$ cat src/rtl/exec_pkg.sv
// Shared opcodes, counter width and state/class types for the ALU execute-stage sequencer.
package exec_pkg;

    localparam logic [4:0] OP_NOP  = 5'd0;
    localparam logic [4:0] OP_LV   = 5'd1;
    localparam logic [4:0] OP_MLT  = 5'd2;
    localparam logic [4:0] OP_DIV  = 5'd3;
    localparam logic [4:0] OP_REST = 5'd4;
    localparam logic [4:0] OP_SUM  = 5'd5;
    localparam logic [4:0] OP_CP   = 5'd6;
    localparam logic [4:0] OP_B    = 5'd7;
    localparam logic [4:0] OP_BEG  = 5'd8;
    localparam logic [4:0] OP_SLR  = 5'd9;
    localparam logic [4:0] OP_GP   = 5'd10;

    localparam int unsigned CNT_W = 8;

    typedef enum logic [1:0] {IDLE, EXEC, DONE} state_e;

    typedef enum logic [2:0] {CL_NOP, CL_WB, CL_BR, CL_BEG, CL_ILL} op_class_e;

endpackage

$ cat src/rtl/exec_op_decode.sv
// Combinational opcode decode: retirement class and execute latency (as latency-1 for
// direct counter load).
module exec_op_decode
    import exec_pkg::*;
#(
    parameter int unsigned LAT_BASE = 1,
    parameter int unsigned LAT_MUL  = 2,
    parameter int unsigned LAT_DIV  = 4
) (
    input  logic [4:0]       i_opcode,
    output op_class_e        o_class,
    output logic [CNT_W-1:0] o_lat_m1
);

    always_comb begin
        o_lat_m1 = CNT_W'(LAT_BASE - 1);
        if (i_opcode == OP_MLT) begin
            o_lat_m1 = CNT_W'(LAT_MUL - 1);
        end else if (i_opcode == OP_DIV) begin
            o_lat_m1 = CNT_W'(LAT_DIV - 1);
        end
    end

    always_comb begin
        o_class = CL_ILL;
        case (i_opcode)
            OP_NOP:  o_class = CL_NOP;
            OP_B:    o_class = CL_BR;
            OP_BEG:  o_class = CL_BEG;
            OP_LV, OP_MLT, OP_DIV, OP_REST, OP_SUM, OP_CP, OP_SLR, OP_GP: o_class = CL_WB;
            default: o_class = CL_ILL;
        endcase
    end

endmodule

$ cat src/rtl/alu_exec_ctrl.sv
// Execute-stage sequencer: registers ALU operands, holds them for an opcode-dependent
// number of cycles, then retires the ALU outputs as a writeback, branch pulse or flag.
module alu_exec_ctrl
    import exec_pkg::*;
#(
    parameter int unsigned LAT_BASE = 1,
    parameter int unsigned LAT_MUL  = 2,
    parameter int unsigned LAT_DIV  = 4
) (
    input  logic        clk,
    input  logic        rst,
    input  logic        in_valid,
    output logic        in_ready,
    input  logic [4:0]  in_opcode,
    input  logic [6:0]  in_rd,
    input  logic [31:0] in_rs,
    input  logic [31:0] in_rsi,
    input  logic [31:0] in_rt,
    output logic [4:0]  alu_opcode,
    output logic [6:0]  alu_rd,
    output logic [31:0] alu_rs,
    output logic [31:0] alu_rsi,
    output logic [31:0] alu_rt,
    input  logic [31:0] alu_result,
    input  logic [6:0]  alu_rdout,
    input  logic [6:0]  alu_branch,
    output logic        out_valid,
    input  logic        out_ready,
    output logic [4:0]  out_opcode,
    output logic [6:0]  out_rd,
    output logic [31:0] out_result,
    output logic        out_div0,
    output logic        br_taken,
    output logic [6:0]  br_target,
    output logic        illegal
);

    state_e           r_state;
    logic [CNT_W-1:0] r_cnt;

    op_class_e        w_in_cls;
    op_class_e        w_alu_cls;
    logic [CNT_W-1:0] w_in_lat_m1;
    logic [CNT_W-1:0] w_alu_lat_m1;
    logic             w_accept;
    logic             w_unused_dec;

    // Latency comes from the incoming opcode (counter load); class from the held opcode.
    exec_op_decode #(
        .LAT_BASE (LAT_BASE),
        .LAT_MUL  (LAT_MUL),
        .LAT_DIV  (LAT_DIV)
    ) u_dec_in (
        .i_opcode (in_opcode),
        .o_class  (w_in_cls),
        .o_lat_m1 (w_in_lat_m1)
    );

    exec_op_decode #(
        .LAT_BASE (LAT_BASE),
        .LAT_MUL  (LAT_MUL),
        .LAT_DIV  (LAT_DIV)
    ) u_dec_alu (
        .i_opcode (alu_opcode),
        .o_class  (w_alu_cls),
        .o_lat_m1 (w_alu_lat_m1)
    );

    assign w_unused_dec = ^{3'(w_in_cls), w_alu_lat_m1};

    assign in_ready = (r_state == IDLE) | ((r_state == DONE) & out_ready);
    assign w_accept = in_valid & in_ready;

    always_ff @(posedge clk) begin
        if (rst) begin
            r_state    <= IDLE;
            r_cnt      <= '0;
            alu_opcode <= '0;
            alu_rd     <= '0;
            alu_rs     <= '0;
            alu_rsi    <= '0;
            alu_rt     <= '0;
            out_valid  <= 1'b0;
            out_opcode <= '0;
            out_rd     <= '0;
            out_result <= '0;
            out_div0   <= 1'b0;
            br_taken   <= 1'b0;
            br_target  <= '0;
            illegal    <= 1'b0;
        end else begin
            br_taken  <= 1'b0;
            br_target <= '0;
            illegal   <= 1'b0;
            case (r_state)
                EXEC: begin
                    if (r_cnt != '0) begin
                        r_cnt <= r_cnt - 1'b1;
                    end else begin
                        r_state <= IDLE;
                        case (w_alu_cls)
                            CL_WB: begin
                                r_state    <= DONE;
                                out_valid  <= 1'b1;
                                out_opcode <= alu_opcode;
                                out_rd     <= alu_rdout;
                                if ((alu_opcode == OP_DIV) && (alu_rt == '0)) begin
                                    out_result <= '1;
                                    out_div0   <= 1'b1;
                                end else begin
                                    out_result <= alu_result;
                                    out_div0   <= 1'b0;
                                end
                            end
                            CL_BR: begin
                                br_taken  <= 1'b1;
                                br_target <= alu_branch;
                            end
                            CL_BEG: begin
                                if (alu_result == 32'd1) begin
                                    br_taken  <= 1'b1;
                                    br_target <= alu_branch;
                                end
                            end
                            CL_ILL:  illegal <= 1'b1;
                            default: ;
                        endcase
                    end
                end
                DONE: begin
                    if (out_ready) begin
                        out_valid <= 1'b0;
                        out_div0  <= 1'b0;
                        r_state   <= IDLE;
                    end
                end
                default: ;
            endcase
            // Accept overrides the IDLE/DONE exit so a retire+accept edge goes straight to EXEC.
            if (w_accept) begin
                r_state    <= EXEC;
                r_cnt      <= w_in_lat_m1;
                alu_opcode <= in_opcode;
                alu_rd     <= in_rd;
                alu_rs     <= in_rs;
                alu_rsi    <= in_rsi;
                alu_rt     <= in_rt;
            end
        end
    end

endmodule

$ cat config.mk
export PLATFORM = sky130hd
export DESIGN_NAME = alu_exec_ctrl
export DESIGN_NICKNAME = d
export VERILOG_FILES = /design/src/rtl/exec_pkg.sv /design/src/rtl/exec_op_decode.sv /design/src/rtl/alu_exec_ctrl.sv
export SDC_FILE = /design/constraint.sdc
export NUM_CORES = 1
export LEC_CHECK = 0
export CAP_MARGIN = 25
export CORE_MARGIN = 5
export CORE_UTILIZATION = 37
export CTS_CLUSTER_DIAMETER = 60
export DETAILED_ROUTE_END_ITERATION = 6
export GPL_ROUTABILITY_DRIVEN = 0
export PLACE_DENSITY = 0.76
export SYNTH_ARGS = -nofsm -noshare
export SYNTH_HDL_FRONTEND = slang
export SYNTH_SLANG_ARGS = --single-unit
$ cat constraint.sdc
create_clock -name clk -period 1.5 [get_ports clk]
set_input_delay 0.3 -clock clk [delete_from_list [all_inputs] [get_ports clk]]
set_output_delay 0.3 -clock clk [all_outputs]
set_load 0.02 [all_outputs]
* Yosys cells after proc, flatten, opt, wreduce, memory -nomap -nowiden
Memories as Yosys holds them, arrays and structs flattened. A register that Yosys moved wholly into a read port is not among the register bits. Index checks and enable logic that the tools add are counted. W data, S select, Z words.
Storage, ports and cells: latch bits 0, logic and storage cells 80, input port bits 158, RAM bits 0, memory bits (read-only) 48, memories kept 1, output and inout port bits 164, bits in registers 173
Memory list:
- (name not given) | depth 16, width 3, read ports 1, clocked after Yosys merged registers in 1, wr ports 0, line exec_op_decode.sv:26 | case (i_opcode)
Cells by class: multiply operators 0, shifts and indexed selects 0, equal/unequal tests 15, reductions and logical operators 15, add/subtract/negate cells 1, muxes and demuxes 27, $lt $le $gt $ge 0, bitwise gates (word level) 5, div/mod/pow operators 0
Operator list (count):
- $eq A32 B1 Y1 const B | 1
- $logic_not A32 Y1 | 1
- $mux W32 | 1
- $mux W8 | 4
- $eq A5 B2 Y1 const B | 3
- $pmux W7 S2 | 1
- $mux W1 | 9
- $reduce_and A3 Y1 | 3
- $mux W2 | 4
- $mux W4 | 2
- $reduce_bool A8 Y1 | 1
- $sub A8 B1 Y8 const B | 1
- $mux W7 | 1
- $eq A3 B2 Y1 const B | 2
- $ne A3 B3 Y1 const B | 2
- $pmux W1 S2 | 3
- $reduce_bool A2 Y1 | 3
- $ne A2 B2 Y1 const B | 2
- $pmux W2 S2 | 1
- $reduce_and A4 Y1 | 1
- $eq A3 B1 Y1 const B | 1
- $eq A3 B3 Y1 const B | 1
- $mux W3 | 1
- $reduce_bool A3 Y1 | 1
- other kinds (11) | 13

* Depth between registers and ports, before layout
Gate-level depths: netlist of the first run.
depth after elaboration 6, mapped depth 7

* Modules after synthesis
From an unflattened synthesis of the first run, not the netlist that was laid out.
Unflattened totals: cell total of the unflattened synthesis 818, area, all modules 6935.4 um^2
Modules (own cells, without submodules):
- alu_exec_ctrl | area an instance 6673.9 um^2, cells an instance 782, times used 1, seq. area each 3463.3 um^2
- exec_op_decode at u_dec_alu | area an instance 131.4 um^2, cells an instance 18, times used 1, seq. area each 0.0 um^2
- exec_op_decode at u_dec_in | area an instance 130.1 um^2, cells an instance 18, times used 1, seq. area each 0.0 um^2

* Least setup slack after synthesis of the first run
Ideal clock, no wire load.
path kind register to register, from reg alu_opcode[2], to reg out_result[11], stages on the path, launching flop included 7, setup time 87 ps, required time 1413 ps, path buffers 2, data arrival time 1618 ps, path slack -205 ps, path through dfxtp_1 -> nor4_1 -> nand4_1 -> or3_1 -> buf_6 -> buf_8 -> a221oi_2
On the way: cells in the longest elaborated chain, start to end 3
RTL lines:
- start, declared | line alu_exec_ctrl.sv:19 | output logic [4:0] alu_opcode,
- start signal, assigned | line alu_exec_ctrl.sv:143 | alu_opcode <= in_opcode;
- $eq A5 B2 Y1
- $logic_and A1 B1 Y1 | line alu_exec_ctrl.sv:107 | if ((alu_opcode == OP_DIV) && (alu_rt == '0)) begin
- $mux W32 | line alu_exec_ctrl.sv:107
- end signal, assigned | line alu_exec_ctrl.sv:111 | out_result <= alu_result;
- end, declared | line alu_exec_ctrl.sv:31 | output logic [31:0] out_result,
No other way between the ends. A chain may end at the register's enable or synchronous reset.

* Final worst setup path of the first run
from reg alu_opcode[4], to reg out_result[28]
On the way: cells in the longest elaborated chain, start to end 3, elaborated cells on any way between the ends 6, those cells by class eq/ne: 2; mux: 2; reduce/logical: 2
RTL lines (line):
- $mux W3 / $eq A5 B2 Y1 (equally long branches)
- $eq A3 B1 Y1 / $logic_and A1 B1 Y1 (equally long branches) | alu_exec_ctrl.sv:101, alu_exec_ctrl.sv:107
- $reduce_and A3 Y1 (no line) / $mux W32 (equally long branches)
Several ways; a longest one is shown, not always the timed one.

==> results.sh, run 1 <==
export IMPL_status="finished with violations"
export IMPL_violations="setup timing"
export IMPL_start_util=0.378
export IMPL_cts_buffers_inserted=17
export IMPL_via_count=7182
export IMPL_globalRouteOverflowTotal=0
export IMPL_die_area_um2=21200
export IMPL_synth_edf_count=0
export IMPL_utilization=0.673
export IMPL_die_x_um=146
export IMPL_grtUsageTotal=0.228
export IMPL_boundaryPins=322
export IMPL_grt_pass1_wl_um=39200
export IMPL_instances_no_fill=1456
export IMPL_crit_start="alu_opcode[4]$_SDFFE_PP0N_"
export IMPL_static_leakage_power_uw=0.00537
export IMPL_worst_pin_slew_ps=615
export IMPL_clock_sinks=176
export IMPL_grt_max_degree=100
export IMPL_clk_latency_ps=430
export IMPL_max_freq_mhz=567
export IMPL_p_total_uw=12300
export IMPL_final_layout_size_suffix_gt1_frac=0.251
export IMPL_cp_max_fo=17
export IMPL_dp_hpwl_um=17900
export IMPL_core_um2=18000
export IMPL_hold_start="rst"
export IMPL_startpoint_type="flop"
export IMPL_drtIter0Drc=226
export IMPL_finClkSkew_ps=14.3
export IMPL_syn_nets=961
export IMPL_relSlewSlack=0.590
export IMPL_fp_row_count=49
export IMPL_portBuffers=321
export IMPL_hold_violations=0
export IMPL_nNetsFinal=1372
export IMPL_synthCells=801
export IMPL_clk_pin_slew_worst_paths_ps=70
export IMPL_irDropWorstVdd_mv=0.815
export IMPL_antenna_found_initial=4
export IMPL_viasPerCell=4.93
export IMPL_grt_pass1_vias=7227
export IMPL_cp_top_family="simple AND/OR/NAND/NOR gates"
export IMPL_cts_root_buffer_cell="clkbuf_16"
export IMPL_ys_warnings_count=0
export IMPL_drtAntennaViolNets=0
export IMPL_wl_um=25700
export IMPL_synth_seq_cells=176
export IMPL_hold_path_class="primary input to flop"
export IMPL_path_cells="nor4_4 -> buf_4 -> nand4_1 -> or3_4 -> buf_12 -> a221oi_2"
export IMPL_drc=0
export IMPL_die_h_um=146
export IMPL_pre_cts_ws_ps=-656
export IMPL_clock_path_buffers=2
export IMPL_critPathKind="flop to flop"
export IMPL_cts_tree="yes"
export IMPL_netlist_area_um2=6820
export IMPL_ys_types=45
export IMPL_maxSlewViolCount=0
export IMPL_finalWorstSetupSlack_ps=-265
export IMPL_path_buf_inv=2
export IMPL_synth_most_common_cell="nand2_1"
export IMPL_wl_per_cell_um=17.7
export IMPL_async_reset_ff_frac=0
export IMPL_p_per_area_nw_per_um2=1010
export IMPL_min_period_over_period=1.18
export IMPL_yosys_top_cells_area="dfxtp_1, nand2_1, a21oi_1, a221oi_2, nor2_1"
export IMPL_fin_crit_ps=1770
export IMPL_slowest_stage="or3_4"
export IMPL_endpoint_kind="flop"
export IMPL_dp_cells=1403
export IMPL_final_cell_area_um2=12100
export IMPL_synth_top_cell_by_area="dfxtp_1"
export IMPL_yosys_top_cells_count="nand2_1, dfxtp_1, a21oi_1"
export IMPL_firstDrtPassIters=4
export IMPL_ys_seq_area_frac=0.517
export IMPL_max_cap_violations=0
export IMPL_setup_viol=58
export IMPL_avgSynthCellArea_um2=8.51
export IMPL_r2r_start="alu_opcode[4]$_SDFFE_PP0N_"
export IMPL_dpl_instance_area_um2=11100
export IMPL_synth_top_area_frac=0.517
export IMPL_syn_to_final_growth_pct=78.0
export IMPL_ys_flop_type="dfxtp_1"
export IMPL_cp_required_ps=1840
export IMPL_htree_levels=4
export IMPL_nFillCells=1476
export IMPL_critical_path_arrival_ps=2110
export IMPL_max_stage_delay_ps=430
export IMPL_rsz0062_at_grt="yes"
[tightest hold or removal path, delay by kind of cell]
family	cells	cell delay, ps
muxes	1	110
buffers and inverters	1	100
AOI/OAI and AO/OA	1	50
[registers in the layout, summed over array words and instances, names as in the netlist, named ones only]
| name | count |
|---|---|
| alu_opcode | 5 |
| alu_rd | 7 |
| alu_rs | 32 |
| alu_rsi | 32 |
| alu_rt | 32 |
| br_taken | 1 |
| br_target | 7 |
| illegal | 1 |
| out_div0 | 1 |
| out_opcode | 5 |
| out_rd | 7 |
| out_result | 32 |
| out_valid | 1 |
| r_cnt | 8 |
| r_state | 2 |
[cells in the final DEF, fill, tap and decap left out, types with 8 or more instances in the layout]
| cell | n |
|---|---|
| a21oi_1 | 113 |
| a221oi_2 | 31 |
| buf_12 | 16 |
| buf_2 | 16 |
| buf_4 | 96 |
| buf_6 | 10 |
| clkbuf_16 | 19 |
| clkdlybuf4s15_2 | 13 |
| clkdlybuf4s50_1 | 143 |
| dfxtp_1 | 152 |
| dfxtp_2 | 21 |
| dlygate4sd2_1 | 132 |
| inv_1 | 36 |
| mux2i_1 | 13 |
| nand2_1 | 224 |
| nand3_1 | 11 |
| nand4_1 | 8 |
| nor2_1 | 51 |
| nor3_2 | 8 |
| nor4_2 | 8 |
[report_power, final]
part           internal [uW]  switching (uW)
clock network           2570            2060
logic                   1280            1280
registers               4940             147
total                   8790            3490
[metal layers]
metal  share of wire  vias up  track usage
met5         0.00097        -            0
met2            0.50      257        0.396
li1                -     3529            -
met3           0.090       33       0.0909
met4           0.020        4       0.0737
met1            0.39     3359        0.255
[what timing repair did]
item	in CTS	in global routing
hold buffers	0	0
gates cloned	5	3
setup endpoints to repair	238	81
pin swaps	31	28
gates resized for setup	303	56
setup buffers	9	3
[final timing paths]
kind / to / slack, ps / cells past startpoint
setup / recovery: out_result[28]$_SDFFE_PP0P_ / -270 / 6
hold / removal: flop / 190 / 3
setup reg to reg: out_result[28]$_SDFFE_PP0P_ / -270 / 6
hold reg to reg: alu_rs[5]$_SDFFE_PP0N_ / 450 / 2
[area by class of cell]
cell class / instances / area [um^2] / share of cell area
antenna: 2 / 5.00 / 0.000412
clock buffer: 18 / 439 / 0.0362
clock inverter: 14 / 168 / 0.0138
inverter: 38 / 143 / 0.0118
multi-input combinational: 531 / 3250 / 0.267
sequential: 176 / 3560 / 0.293
tap: 229 / 287 / 0.0236
timing repair buffer: 448 / 4290 / 0.353
[cell families after synthesis]
logic type               Yosys count  share of synthesized area
AO/OA/AOI/OAI                    159                      0.166
XOR/XNOR                           6                    0.00771
adder cells (fa/ha/maj)            2                    0.00367
buffers and inverters             95                     0.0617
flip-flops                       176                      0.517
multiplexers                      16                     0.0240
AND/OR/NAND/NOR                  347                      0.220
[stage by stage]
| stage | hold slack (ps) | TNS, ps |
|---|---|---|
| after global routing | 216 | -14940 |
| after detailed placement | 446 | -53550 |
| final | 186 | -9700 |
| after global placement | 440 | -48650 |
| after floorplan | 426 | -3800 |
| after CTS | 172 | -10890 |
Power figures use the tool's default switching activity.
==> inputs of run 2 (changes only) <==
- CORE_MARGIN: 5 -> 4
- SLEW_MARGIN: default -> 20
==> run 2 against run 1 <==
The flow still finishes with violations (setup timing). Hold slack about the same. Critical path type unchanged. Clock skew up 4.2 ps. Register-to-register slack worse by 20 ps. Critical path depth unchanged. Global-route usage up 0.27 points. Total power down 2.3%.
==> results.sh, run 2 (synthesized netlist as in run 1, its figures left out) <==
export IMPL_status="finished with violations"
export IMPL_violations="setup timing"
export IMPL_grt_pass1_wl_um=37500
export IMPL_irDropWorstVdd_mv=0.784
export IMPL_grt_max_degree=102
export IMPL_hold_violations=0
export IMPL_cp_required_ps=1840
export IMPL_portBuffers=321
export IMPL_grt_pass1_vias=7254
export IMPL_r2r_end="out_result[22]$_SDFFE_PP0P_"
export IMPL_dpl_instance_area_um2=11100
export IMPL_p_per_area_nw_per_um2=988
export IMPL_static_leakage_power_uw=0.00534
export IMPL_boundaryPins=322
export IMPL_fin_tns_setup_ps=-10560
export IMPL_layout_commonest_cell="nand2_1"
export IMPL_clk_latency_ps=430
export IMPL_p_total_uw=12000
export IMPL_cts_root_buffer_cell="clkbuf_16"
export IMPL_drc=0
export IMPL_firstDrtPassIters=4
export IMPL_core_um2=18000
export IMPL_min_period_over_period=1.19
export IMPL_grtUsageTotal=0.231
export IMPL_clock_sinks=176
export IMPL_cts_hold_buffers=0
export IMPL_critPathKind="flop to flop"
export IMPL_critical_path_arrival_ps=2120
export IMPL_whs_ps=186
export IMPL_final_layout_size_suffix_gt1_frac=0.258
export IMPL_fin_crit_ps=1780
export IMPL_nNetsFinal=1378
export IMPL_endpoint_kind="flop"
export IMPL_finalWorstSetupSlack_ps=-282
export IMPL_final_cell_area_um2=12100
export IMPL_relSlewSlack=0.498
export IMPL_htree_levels=4
export IMPL_dp_hpwl_um=17800
export IMPL_clock_path_buffers=2
export IMPL_setup_viol=58
export IMPL_hold_path_class="primary input to flop"
export IMPL_die_x_um=144
export IMPL_clk_pin_slew_worst_paths_ps=70
export IMPL_rrSetupSlack_ps=-280
export IMPL_via_count=7189
export IMPL_syn_to_final_growth_pct=77.9
export IMPL_drtAntennaViolNets=0
export IMPL_worst_pin_slew_ps=754
export IMPL_startpoint_type="flop"
export IMPL_nFillCells=1514
export IMPL_crit_end="out_result[22]$_SDFFE_PP0P_"
export IMPL_antenna_found_initial=2
export IMPL_rsz0062_at_grt="yes"
export IMPL_start_util=0.378
export IMPL_die_area_um2=20700
export IMPL_crit_start="alu_opcode[4]$_SDFFE_PP0N_"
export IMPL_wl_um=25600
export IMPL_fp_row_count=49
export IMPL_globalRouteOverflowTotal=0
export IMPL_cts_buffers_inserted=17
export IMPL_max_cap_violations=0
export IMPL_die_h_um=144
export IMPL_viasPerCell=4.91
export IMPL_finClkSkew_ps=18.5
export IMPL_drtIter0Drc=279
export IMPL_max_freq_mhz=561
export IMPL_maxSlewViolCount=0
export IMPL_wl_per_cell_um=17.5
export IMPL_reg2regPathDepth=6
export IMPL_final_cell_mix="nand2_1, dfxtp_1, clkdlybuf4s50_1"
export IMPL_cp_max_fo=33
export IMPL_cts_tree="yes"
export IMPL_r2r_start="alu_opcode[4]$_SDFFE_PP0N_"
[run 2: changes by cell type in the layout (fill, tap and decap cells not counted), sizes merged]
cell / change
clkbuf: +15
buf: -5
clkdlybuf4s50: +5
inv: -5
clkdlybuf4s15: -3
clkinv: +3
dlymetal6s2s: -3
bufbuf: -1
bufinv: -1
diode: +1
dlygate4sd2: +1
[run 2: worst min path at each step]
| stage | startpoint | to | slack, ps | cells after the start |
|---|---|---|---|---|
| floorplan | in_opcode[2] | alu_opcode[2]$_SDFFE_PP0N_ | 430 | 2 |
| global placement | alu_rsi[11]$_SDFFE_PP0N_ | alu_rsi[11]$_SDFFE_PP0N_ | 440 | 2 |
| detailed placement | alu_rd[2]$_SDFFE_PP0N_ | alu_rd[2]$_SDFFE_PP0N_ | 450 | 2 |
| CTS | rst | alu_opcode[2]$_SDFFE_PP0N_ | 160 | 3 |
| global route | rst | r_state[0]$_SDFFE_PP0P_ | 180 | 3 |
| finish | rst | r_state[0]$_SDFFE_PP0P_ | 190 | 3 |
[run 2: worst max-delay path, stage by stage, from the launching register on]
cell and delay [ps]:
dfxtp_2 320, nor4_2 270, buf_4 150, nand4_1 90, or3_4 400, buf_12 190
a221oi_2 250
[run 2: per-layer routing]
metal	track usage	vias to the layer above	wire [um]
met2	0.404	254	13000
li1	-	3542	-
met4	0.0758	0	677
met3	0.0849	42	2190
met5	0	-	0
met1	0.261	3351	9710
[run 2: power breakdown]
group          internal [uW]  leakage (uW)  switching (uW)  total, uW
clock                   2440      0.000284            1910       4350
sequential              4950       0.00145             152       5100
combinational           1270       0.00360            1280       2550
[run 2: repair_timing]
item                                    in CTS  in global routing
endpoints found under the setup margin     227                 97
hold endpoints to repair                     0                  0
gates resized for setup                    282                 72
cloned                                       3                  6
pin swaps                                   24                 15
buffers inserted                             7                  7
[run 2: final cells by class]
class	instances	area [um^2]	area share
flip-flops and latches	176	3570	0.294
multi-input cells	531	3250	0.268
well taps	229	287	0.0236
repair buffers	454	4300	0.354
inverters	38	145	0.0120
diodes	3	7.51	0.000619
clock inverters	11	105	0.00866
clock buffers	21	470	0.0388
[run 2: through the flow]
| stage | std cells | worst slack (ps) | utilization |
|---|---|---|---|
| 3_3_place_gp | 1407 | -553 | 0.615 |
| 3_5_place_dp | 1407 | -669 | 0.615 |
| 5_1_grt | 1462 | -382 | 0.673 |
| 6_report | 1463 | -282 | 0.673 |
| 2_1_floorplan | 801 | -125 | - |
| 4_1_cts | 1449 | -320 | 0.659 |
==> inputs of run 3 (changes only) <==
- SYNTH_HIERARCHICAL: default -> 1
==> run 3 against run 2 <==
The flow still finishes with violations (setup timing). Hold slack worse by 61 ps. Die area down 0.19%. Via count is 3.6% higher. Flip-flop and latch count is 3 lower. Wire length is 5.8% higher.
==> results.sh, run 3 <==
export IMPL_dpl_instance_area_um2=11100
export IMPL_firstDrtPassIters=5
export IMPL_grtUsageTotal=0.221
export IMPL_irDropWorstVdd_mv=0.816
export IMPL_whs_ps=125
export IMPL_cts_buffers_inserted=17
export IMPL_hold_path_class="primary input to flop"
export IMPL_critical_path_arrival_ps=2450
export IMPL_netlist_area_um2=6810
export IMPL_die_h_um=144
export IMPL_crit_top_cell="clkbuf_16"
export IMPL_dp_hpwl_um=16300
export IMPL_endpoint_kind="flop"
export IMPL_finalWorstSetupSlack_ps=-611
export IMPL_start_util=0.378
export IMPL_grt_max_degree=60
export IMPL_avgSynthCellArea_um2=8.51
export IMPL_min_period_over_period=1.41
export IMPL_syn_to_final_growth_pct=89.0
export IMPL_antenna_found_initial=1
export IMPL_crit_start="alu_opcode[2]$_SDFFE_PP0P_"
export IMPL_final_layout_size_suffix_gt1_frac=0.305
export IMPL_rrSetupSlack_ps=-610
export IMPL_maxSlewViolCount=0
export IMPL_via_count=7449
export IMPL_fin_crit_ps=2110
export IMPL_layout_commonest_cell="nand2_1"
export IMPL_rsz0062_at_grt="yes"
export IMPL_relSlewSlack=0.548
export IMPL_max_stage_delay_ps=380
export IMPL_wl_um=27100
export IMPL_cts_tree="yes"
export IMPL_grt_pass1_wl_um=36100
export IMPL_htree_levels=4
export IMPL_clk_pin_slew_worst_paths_ps=70
export IMPL_static_leakage_power_uw=0.00556
export IMPL_violations="setup timing"
export IMPL_cts_root_buffer_cell="clkbuf_16"
export IMPL_fp_row_count=49
export IMPL_die_x_um=144
export IMPL_p_per_area_nw_per_um2=981
export IMPL_viasPerCell=5.01
export IMPL_ys_warnings_count=6
export IMPL_die_area_um2=20600
export IMPL_core_um2=18000
export IMPL_final_cell_area_um2=12900
export IMPL_finClkSkew_ps=16.7
export IMPL_hold_start="rst"
export IMPL_clk_latency_ps=430
export IMPL_hold_violations=0
export IMPL_slowest_stage="dfxtp_4"
export IMPL_synthCells=800
export IMPL_drtIter0Drc=383
export IMPL_setup_viol=63
export IMPL_clock_sinks=173
export IMPL_max_freq_mhz=474
export IMPL_max_cap_violations=0
export IMPL_drc=0
export IMPL_critPathKind="flop to flop"
export IMPL_boundaryPins=322
export IMPL_worst_pin_slew_ps=678
export IMPL_utilization=0.713
export IMPL_path_cells="a21o_4 -> a21o_1 -> nor4b_4 -> nand4_1 -> buf_6 -> clkbuf_16 -> clkbuf_16 -> a221oi_2"
export IMPL_drtAntennaViolNets=0
export IMPL_portBuffers=321
export IMPL_startpoint_type="flop"
export IMPL_cp_required_ps=1840
export IMPL_nNetsFinal=1404
export IMPL_globalRouteOverflowTotal=0
export IMPL_clock_path_buffers=2
export IMPL_status="finished with violations"
export IMPL_grt_pass1_vias=7065
export IMPL_final_cell_mix="nand2_1, clkdlybuf4s50_1, dfxtp_1"
export IMPL_r2r_start="alu_opcode[2]$_SDFFE_PP0P_"
export IMPL_wl_per_cell_um=18.2
export IMPL_cp_max_fo=7
run 3: cell type report:
cell class | count | area [um^2]
antenna | 1 | 2.50
clock buffer | 20 | 447
clock inverter | 12 | 136
fill | 1310 | 5160
inverter | 37 | 141
multi-input combinational | 534 | 3520
sequential | 173 | 3510
tap | 229 | 287
timing repair buffer | 481 | 4810
run 3: power by group:
group / total, uW / switching (uW) / internal (uW)
sequential: 5060 / 189 / 4870
clock: 4440 / 1920 / 2520
combinational: 3120 / 1520 / 1600
total: 12600 / 3630 / 8980
run 3: worst max-delay path, delay by kind of cell (launching register included):
family / cells / cell delay (ps)
buffers and inverters: 3 / 510
AND/OR/NAND/NOR: 2 / 450
flip-flops: 1 / 380
AO/OA/AOI/OAI: 3 / 690
run 3: routing by layer:
| metal | share of wire | vias to the layer above | track usage |
|---|---|---|---|
| met5 | 0 | - | 0 |
| met2 | 0.52 | 258 | 0.386 |
| li1 | - | 3587 | - |
| met4 | 0.026 | 0 | 0.0833 |
| met3 | 0.072 | 49 | 0.0749 |
| met1 | 0.38 | 3555 | 0.249 |
run 3: per-stage QoR:
stage / worst slack [ps] / setup TNS, ps / power, uW / instances
3_3_place_gp: -502 / -59090 / 7710 / 1411
5_1_grt: -686 / -36800 / 13100 / 1487
6_report: -611 / -31280 / 12600 / 1487
2_1_floorplan: -454 / -22370 / 6250 / 805
3_5_place_dp: -527 / -65550 / 7750 / 1411
4_1_cts: -509 / -25470 / 12200 / 1454
run 3: worst paths after layout:
path | end | cells past startpoint
worst min register to register | alu_rsi[17]$_SDFFE_PP0P_ | 2
worst max register to register | out_result[19]$_SDFFE_PP0P_ | 8
worst min-delay path | r_state[1]$_SDFFE_PP0P_ | 2
worst max-delay path | out_result[19]$_SDFFE_PP0P_ | 8
run 3: what timing repair did:
action                     4_1_cts  5_1_grt
buffers inserted                 6       17
pin swaps                        7       64
cloned                           6       18
resized for setup              288      125
hold buffers                     0        0
setup endpoints to repair      264      182
